[config.mk]
export PLATFORM = sky130hd
export DESIGN_NAME = usb_ulpi_pad_ctrl_flat
export DESIGN_NICKNAME = d
export VERILOG_FILES = /design/src/rtl/usb_ulpi_pad_ctrl_pkg.sv /design/src/rtl/usb_ulpi_pad_ctrl_if.sv /design/src/rtl/usb_ulpi_pad_ctrl_clk_mon.sv /design/src/rtl/usb_ulpi_pad_ctrl.sv /design/src/flat_wrapper.sv
export SDC_FILE = /design/constraint.sdc
export NUM_CORES = 1
export LEC_CHECK = 0
export ABC_AREA = 1
export BUFFER_PORTS_ARGS = -buffer_cell sky130_fd_sc_hd__buf_2
export CELL_PAD_IN_SITES_DETAIL_PLACEMENT = 1
export CELL_PAD_IN_SITES_GLOBAL_PLACEMENT = 1
export CORE_UTILIZATION = 45
export DETAILED_ROUTE_END_ITERATION = 8
export PLACE_DENSITY = 0.95
export SYNTH_ARGS = -nofsm -noshare
export SYNTH_HDL_FRONTEND = slang
export SYNTH_SLANG_ARGS = --single-unit
[constraint.sdc]
create_clock -name ext_clk -period 4.8 [get_ports ext_clk]
set_input_delay 0.96 -clock ext_clk [delete_from_list [all_inputs] [get_ports ext_clk]]
set_output_delay 0.96 -clock ext_clk [all_outputs]
set_load 0.01 [all_outputs]
[src/rtl/usb_ulpi_pad_ctrl_pkg.sv]
// usb_ulpi_pkg: state encoding and default strap pattern shared by the ULPI pad controller.
package usb_ulpi_pkg;
  typedef enum logic [1:0] {
    ST_RST_ASSERT = 2'd0,
    ST_STRAP_HOLD = 2'd1,
    ST_WAIT_CLK   = 2'd2,
    ST_RUN        = 2'd3
  } state_e;
  localparam logic [7:0] STRAP_DEFAULT = 8'b0011_0000;
endpackage

[src/rtl/usb_ulpi_pad_ctrl_if.sv]
// usb_ulpi_pad_ctrl_if: pad-side bus between the link, the pad controller and the PHY pads.
interface usb_ulpi_pad_ctrl_if #(parameter int DATA_W = 8);
  logic [DATA_W-1:0] link_d_out;
  logic [DATA_W-1:0] pad_d_out;
  logic link_d_oe;
  logic pad_d_oe;
  logic phy_reset_n;
  logic reset_n_out;
  modport master (input link_d_out, link_d_oe, output pad_d_out, pad_d_oe, phy_reset_n, reset_n_out);
  modport slave (output link_d_out, link_d_oe, input pad_d_out, pad_d_oe, phy_reset_n, reset_n_out);
endinterface

[src/rtl/usb_ulpi_pad_ctrl_clk_mon.sv]
// usb_clk_mon: synchronises the PHY clock monitor, counts its edges and flags a stalled clock.
module usb_clk_mon #(
  parameter int CLK_EDGES   = 8,
  parameter int CLK_TIMEOUT = 4096
) (
  input  logic clk,
  input  logic rst,
  input  logic mon_i,
  input  logic clr_i,
  output logic done_o,
  output logic timeout_o
);
  localparam int EW = $clog2(CLK_EDGES + 1);
  localparam int IW = $clog2(CLK_TIMEOUT + 1);
  logic [2:0] sync_q;
  logic [EW-1:0] edges_q;
  logic [IW-1:0] idle_q;
  logic rise;
  assign rise = sync_q[1] & ~sync_q[2];
  assign done_o = rise && edges_q == EW'(CLK_EDGES - 1);
  // an edge in the same cycle as the last idle tick keeps the clock alive
  assign timeout_o = !rise && idle_q == IW'(CLK_TIMEOUT - 1);
  always_ff @(posedge clk or posedge rst)
    if (rst) begin
      sync_q  <= '0;
      edges_q <= '0;
      idle_q  <= '0;
    end else begin
      sync_q  <= {sync_q[1:0], mon_i};
      edges_q <= clr_i ? '0 : edges_q + EW'(rise && edges_q != EW'(CLK_EDGES));
      idle_q  <= clr_i || rise ? '0 : idle_q + IW'(idle_q != IW'(CLK_TIMEOUT));
    end
endmodule

[src/rtl/usb_ulpi_pad_ctrl.sv]
// usb_ulpi_pad_ctrl: PHY reset/strap sequencer with clock-alive check and watchdog re-bring-up.
// Define USB_ULPI_PAD_CTRL_STATUS_EN to add the stat_retries and stat_clk_lost outputs.
module usb_ulpi_pad_ctrl
  import usb_ulpi_pkg::*;
#(
  parameter int         DATA_W            = 8,
  parameter logic [7:0] STRAP_VALUE       = STRAP_DEFAULT,
  parameter int         RST_CYCLES        = 64,
  parameter int         STRAP_HOLD_CYCLES = 16,
  parameter int         CLK_EDGES         = 8,
  parameter int         CLK_TIMEOUT       = 4096,
  parameter int         MAX_RETRY         = 3
) (
  usb_ulpi_pad_ctrl_if.master bus,
  input  logic ext_clk,
  input  logic reset,
  input  logic phy_clk_mon,
  input  logic opt_disable_all,
  input  logic opt_restart,
  output logic [1:0] stat_state,
  output logic stat_fail
`ifdef USB_ULPI_PAD_CTRL_STATUS_EN
  ,
  output logic [$clog2(MAX_RETRY+1)-1:0] stat_retries,
  output logic [7:0] stat_clk_lost
`endif
);
  localparam int CW = $clog2((RST_CYCLES > STRAP_HOLD_CYCLES ? RST_CYCLES : STRAP_HOLD_CYCLES) + 1);
  localparam int RW = $clog2(MAX_RETRY + 1);
  state_e state_q, state_d;
  logic [CW-1:0] cnt_q, cnt_d;
  logic [RW-1:0] retry_q, retry_d;
  logic fail_q, fail_d, phy_rst_n_q, oe_q, link_rst_n_q, done, timeout, clr;

  usb_clk_mon #(.CLK_EDGES(CLK_EDGES), .CLK_TIMEOUT(CLK_TIMEOUT)) u_clk_mon (
    .clk(ext_clk), .rst(reset), .mon_i(phy_clk_mon), .clr_i(clr), .done_o(done), .timeout_o(timeout)
  );

  assign clr = state_d != state_q || !(state_q inside {ST_WAIT_CLK, ST_RUN});

  always_comb begin
    state_d = state_q;
    cnt_d   = '0;
    retry_d = retry_q;
    fail_d  = fail_q;
    if (opt_restart) begin
      state_d = ST_RST_ASSERT;
      retry_d = '0;
      fail_d  = 1'b0;
    end else if (opt_disable_all) begin
      state_d = ST_RST_ASSERT;
      cnt_d   = state_q == ST_RST_ASSERT ? cnt_q : '0;
    end else begin
      case (state_q)
        ST_RST_ASSERT: if (!fail_q) begin
          state_d = cnt_q == CW'(RST_CYCLES - 1) ? ST_STRAP_HOLD : ST_RST_ASSERT;
          cnt_d   = state_d == ST_RST_ASSERT ? cnt_q + CW'(1) : '0;
        end
        ST_STRAP_HOLD: begin
          state_d = cnt_q == CW'(STRAP_HOLD_CYCLES - 1) ? ST_WAIT_CLK : ST_STRAP_HOLD;
          cnt_d   = state_d == ST_STRAP_HOLD ? cnt_q + CW'(1) : '0;
        end
        ST_WAIT_CLK: if (done) state_d = ST_RUN;
        else if (timeout) begin
          state_d = ST_RST_ASSERT;
          retry_d = retry_q + RW'(1);
          fail_d  = retry_d == RW'(MAX_RETRY);
        end
        default: if (timeout) begin
          state_d = ST_RST_ASSERT;
          retry_d = '0;
        end
      endcase
    end
  end

  always_ff @(posedge ext_clk or posedge reset)
    if (reset) begin
      state_q      <= ST_RST_ASSERT;
      cnt_q        <= '0;
      retry_q      <= '0;
      fail_q       <= 1'b0;
      phy_rst_n_q  <= 1'b0;
      oe_q         <= 1'b1;
      link_rst_n_q <= 1'b0;
    end else begin
      state_q      <= state_d;
      cnt_q        <= cnt_d;
      retry_q      <= retry_d;
      fail_q       <= fail_d;
      phy_rst_n_q  <= state_d != ST_RST_ASSERT;
      oe_q         <= state_d inside {ST_RST_ASSERT, ST_STRAP_HOLD};
      link_rst_n_q <= state_d == ST_RUN;
    end

  assign bus.phy_reset_n = phy_rst_n_q;
  assign bus.reset_n_out = link_rst_n_q;
  assign bus.pad_d_out   = state_q == ST_RUN ? bus.link_d_out : STRAP_VALUE[DATA_W-1:0];
  assign bus.pad_d_oe    = state_q == ST_RUN ? bus.link_d_oe : oe_q;
  assign stat_state      = state_q;
  assign stat_fail       = fail_q;

`ifdef USB_ULPI_PAD_CTRL_STATUS_EN
  logic [7:0] lost_q;
  always_ff @(posedge ext_clk or posedge reset)
    if (reset) lost_q <= '0;
    else if (state_q == ST_RUN && timeout && !opt_restart && !opt_disable_all && lost_q != 8'hFF)
      lost_q <= lost_q + 8'd1;
  assign stat_retries  = retry_q;
  assign stat_clk_lost = lost_q;
`endif
endmodule
[src/flat_wrapper.sv]
// flat-port wrapper written by rule: the top's interface ports become plain ports
module usb_ulpi_pad_ctrl_flat import usb_ulpi_pkg::*;
#(
  parameter int         DATA_W            = 8,
  parameter logic [7:0] STRAP_VALUE       = STRAP_DEFAULT,
  parameter int         RST_CYCLES        = 64,
  parameter int         STRAP_HOLD_CYCLES = 16,
  parameter int         CLK_EDGES         = 8,
  parameter int         CLK_TIMEOUT       = 4096,
  parameter int         MAX_RETRY         = 3
)
  (ext_clk, reset, phy_clk_mon, opt_disable_all, opt_restart, stat_state, stat_fail, bus_link_d_out, bus_link_d_oe, bus_pad_d_out, bus_pad_d_oe, bus_phy_reset_n, bus_reset_n_out);
  usb_ulpi_pad_ctrl_if #(.DATA_W(DATA_W)) bus_i ();
  input  logic ext_clk;
  input  logic reset;
  input  logic phy_clk_mon;
  input  logic opt_disable_all;
  input  logic opt_restart;
  output logic [1:0] stat_state;
  output logic stat_fail;
  input wire logic [$bits(bus_i.link_d_out)-1:0] bus_link_d_out;
  input wire logic [$bits(bus_i.link_d_oe)-1:0] bus_link_d_oe;
  output wire logic [$bits(bus_i.pad_d_out)-1:0] bus_pad_d_out;
  output wire logic [$bits(bus_i.pad_d_oe)-1:0] bus_pad_d_oe;
  output wire logic [$bits(bus_i.phy_reset_n)-1:0] bus_phy_reset_n;
  output wire logic [$bits(bus_i.reset_n_out)-1:0] bus_reset_n_out;
  assign bus_i.link_d_out = bus_link_d_out;
  assign bus_i.link_d_oe = bus_link_d_oe;
  assign bus_pad_d_out = bus_i.pad_d_out;
  assign bus_pad_d_oe = bus_i.pad_d_oe;
  assign bus_phy_reset_n = bus_i.phy_reset_n;
  assign bus_reset_n_out = bus_i.reset_n_out;
  usb_ulpi_pad_ctrl #(.DATA_W(DATA_W), .STRAP_VALUE(STRAP_VALUE), .RST_CYCLES(RST_CYCLES), .STRAP_HOLD_CYCLES(STRAP_HOLD_CYCLES), .CLK_EDGES(CLK_EDGES), .CLK_TIMEOUT(CLK_TIMEOUT), .MAX_RETRY(MAX_RETRY)) u_core (.bus(bus_i), .ext_clk(ext_clk), .reset(reset), .phy_clk_mon(phy_clk_mon), .opt_disable_all(opt_disable_all), .opt_restart(opt_restart), .stat_state(stat_state), .stat_fail(stat_fail));
endmodule
==> results.env <==
DRT-INITIAL-DRC-COUNT=68
CLOCK_INSERTION_DELAY_WORST_SKEW_PS=300
ANT_NETS=0
SYNTHESIS.NETS=254
POST-ROUTE-MIN-PERIOD_PS=2430
YS_DOMINANT_REG_CELL='sky130_fd_sc_hd__dfrtp_1'
SYNTH_AREA_UM2=1940
GPL.FINAL_WEIGHTED_CONGESTION=0.785
H_TREE_DEPTH_REPORTED_BY_CTS=2
AVGROUTEDWIREPERCELL_UM=14.5
LARGEST_NET_DEGREE_AT_THE_START_OF_GLOBAL_ROUTING=36
ROUTE.FINAL.WIRE_LENGTH_MM=4.61
MAX_CAP_VIOLATIONS=0
PEAKVDDDROP_V=0.000170
SLEW-LIMIT-HEADROOM_PCT=69.4
YS.WARNINGS.COUNT=0
CTSROOTBUFFERMASTER='sky130_fd_sc_hd__clkbuf_8'
SETUP_VIOL_COUNT_FINAL=0
SYNTHCELLS=233
CRIT_PATH_END_KIND='output pin'
POWER_PER_CELL_AREA_nW_PER_UM2=252
POST_CTS_BUFFERS=0
SYN_AVG_CELL_AREA_UM2=8.34
CRIT_TYPE='register to output pin'
SYNTH-SEQ-AREA-SHARE_PCT=45.1
MOST-COMMON-LAYOUT-CELLS='39 x sky130_fd_sc_hd__inv_1, 36 x sky130_fd_sc_hd__nand2_1, 34 x sky130_fd_sc_hd__dfrtp_1'
GLOBAL_ROUTE.OVERFLOW_TOTAL=0
IOPINCOUNT=28
HOLDBUFCOUNTCTS=0
HOLDCRITPATHCLASS='register to register'
LEADING_CELL_TYPE_IN_THE_LAYOUT_FILL_AND_TAPS_EXCLUDED='sky130_fd_sc_hd__inv_1'
NNETSFINAL=287
MAX_FREQ_GHz=0.411
TIMING.CRITICAL_PATH.FANOUT_MAX=10
SYNTH-SEQ-CELLS=35
SYNTH_ASYNC_SR_FLOP_SHARE_PCT=100
FINAL_HOLD_VIOL_COUNT=0
INSERTEDDIODECOUNT=0
CLOCK_TREE_FROM_TRITONCTS='yes'
FLOW.AREA_GROWTH_FROM_SYNTHESIS_PCT=13.5
REGAREA_UM2=877
TIMING.CRITICAL_PATH.FROM_TYPE='register'
DETAILROUTE.VIA_COUNT=1612
FLOORPLAN.DIE.HEIGHT_UM=67.7
WORST_CLOCK_SKEW_PS=7.04
CTS.SINKS=35
STARTING_UTILIZATION_OF_THE_CORE_AREA_PCT=47.6
VIAS_PER_CELL=5.09
LAYOUT.FILLER_CELLS=509
DESIGN.CORE.AREA_UM2=4090
STATUS='finished, final reports clean'
CTS-BUFFERS-INSERTED=5
MAXSLEWVIOLCOUNT=0
LEAST_MARGIN_PIN_SLEW_PS=459
RSZ0062_AT_GRT='no'
MULTI_INPUT_GATE_AREA_IN_THE_FINAL_LAYOUT_UM2=891
SETUP_TNS_PS=0
POWER.LEAKAGE_nW=1.06
DP_HPWL_MM=3.38
DIE_WIDTH_UM=67.7
WORST_EP_ARRIVAL_TIME_PS=1470
VIAS_IN_THE_FIRST_GLOBAL_ROUTE=1718
PLACEMENT_ROWS=23
DRT-PASS1-ITER-COUNT=3
GRT_UTIL_ALL_LAYERS_PCT=23.9
WORSTPATHREQUIRED_PS=3840
GRT_FIRST_PASS_WIRELENGTH_MM=7.94
SYNTH-EDFF-COUNT=0
FRACTION_OF_FINAL_LAYOUT_CELLS_WITH_DRIVE_STRENGTH_GREATER_THAN_1_PCT=23.2
FINAL_PERIOD_UTIL_PCT=50.6
INITIAL_ANTENNA_VIOLATION_COUNT=0
FLOORPLAN.DIE_AREA_UM2=4580
CTS_MAX_PATH_BUFFERS=2
POST_CTS_RESIZE_COUNT=0
SYNTH.DISTINCT_CELLS=29
PORT-BUFFER-COUNT=27
POST-ROUTE-DRC-COUNT=0
FIN_HOLD_WS_PS=363
CTS.REPORTEDPATHS.CLKPINSLEW_PS=70
[state kept, by name, indices dropped and copies added, names as in the netlist]
name                      count
u_core.bus.reset_n_out        1
u_core.u_clk_mon.sync_q       3
u_core.cnt_q                  7
u_core.stat_state             2
u_core.u_clk_mon.edges_q      4
u_core.stat_fail              1
u_core.u_clk_mon.idle_q      13
u_core.bus.phy_reset_n        1
u_core.oe_q                   1
u_core.retry_q                2
[through the flow]
stage,instances,worst slack [ps],utilization (%),power [mW],instance area (um2)
after floorplan,233,2570,-,0.336,1940
after global placement,309,2380,52.0,0.348,2120
after detailed placement,309,2370,52.0,0.351,2120
after CTS,317,2370,53.9,0.564,2200
after global routing,317,2300,53.9,0.580,2200
final,317,2370,53.9,0.556,2200
[synth_stat cells, types with 2 or more instances]
cell type	instances	area share, %
sky130_fd_sc_hd__nor3_1	5	1.3
sky130_fd_sc_hd__nor2_4	3	1.7
sky130_fd_sc_hd__o21ai_0	6	1.5
sky130_fd_sc_hd__nor2_2	12	3.9
sky130_fd_sc_hd__or2_2	3	0.97
sky130_fd_sc_hd__ha_1	7	4.5
sky130_fd_sc_hd__nand3_1	13	3.3
sky130_fd_sc_hd__a31oi_1	3	0.97
sky130_fd_sc_hd__inv_1	39	7.5
sky130_fd_sc_hd__dfrtp_1	34	44
sky130_fd_sc_hd__xor2_1	8	3.6
sky130_fd_sc_hd__nand2_2	4	1.3
sky130_fd_sc_hd__nor4_1	2	0.64
sky130_fd_sc_hd__o211ai_1	3	1.2
sky130_fd_sc_hd__a21oi_1	8	2.1
sky130_fd_sc_hd__nor2_1	29	5.6
sky130_fd_sc_hd__nand4_1	4	1.3
sky130_fd_sc_hd__xnor2_1	4	1.8
sky130_fd_sc_hd__nand2_1	36	7.0
[metal layers]
layer	track usage, %	part of all wire, %	vias to the layer above
li1	-	-	797
met1	28.6	44	792
met2	40.7	52	14
met3	6.08	2.3	9
met4	9.04	1.8	0
met5	0	0	-
[worst max-delay path: stages (launching register included)]
cell and delay (ps):
sky130_fd_sc_hd__dfrtp_1 520, sky130_fd_sc_hd__nand2_2 210, sky130_fd_sc_hd__or2_2 310, sky130_fd_sc_hd__buf_2 140
[power breakdown]
part	leakage, nW	total [mW]	switching [mW]	internal [mW]
sequential	0.476	0.312	0.00884	0.303
clock	0.0422	0.211	0.109	0.102
combinational	0.546	0.0329	0.0207	0.0123
[cell type report]
cell class	instances	area share (%)
Inverter	40	6.81
Sequential cell	35	39.8
Clock inverter	1	0.227
Multi-Input combinational cell	156	40.4
Clock buffer	7	3.46
Timing Repair Buffer	28	6.47
Tap cell	50	2.84
[path summary, 6_finish.rpt]
path | from | depth (start not counted) | slack (ps) | endpoint
min in group asynchronous | reset | 3 | 760 | u_core.cnt_q[1]$_DFFE_PP0P_
max | u_core.stat_state[1]$_DFF_PP0_ | 3 | 2370 | bus_pad_d_out[4]
max in group asynchronous | reset | 3 | 3690 | u_core.oe_q$_DFF_PP1_
max reg2reg | u_core.u_clk_mon.idle_q[5]$_DFF_PP0_ | 10 | 2750 | u_core.u_clk_mon.idle_q[7]$_DFF_PP0_
min | u_core.u_clk_mon.sync_q[0]$_DFF_PP0_ | 0 | 360 | u_core.u_clk_mon.sync_q[1]$_DFF_PP0_
min reg2reg | u_core.u_clk_mon.sync_q[0]$_DFF_PP0_ | 0 | 360 | u_core.u_clk_mon.sync_q[1]$_DFF_PP0_
[kinds of logic (layout without fill, tap and decap cells)]
family	Yosys count	in the layout	share of synthesized area, %
compound gates	23	23	6.95
xor+xnor	12	12	5.41
fa+ha+maj	7	7	4.51
buf+inv	42	76	9.01
flops	35	35	45.1
simple gates	114	114	29.0
No activity file was read; power rests on OpenSTA's default activity.
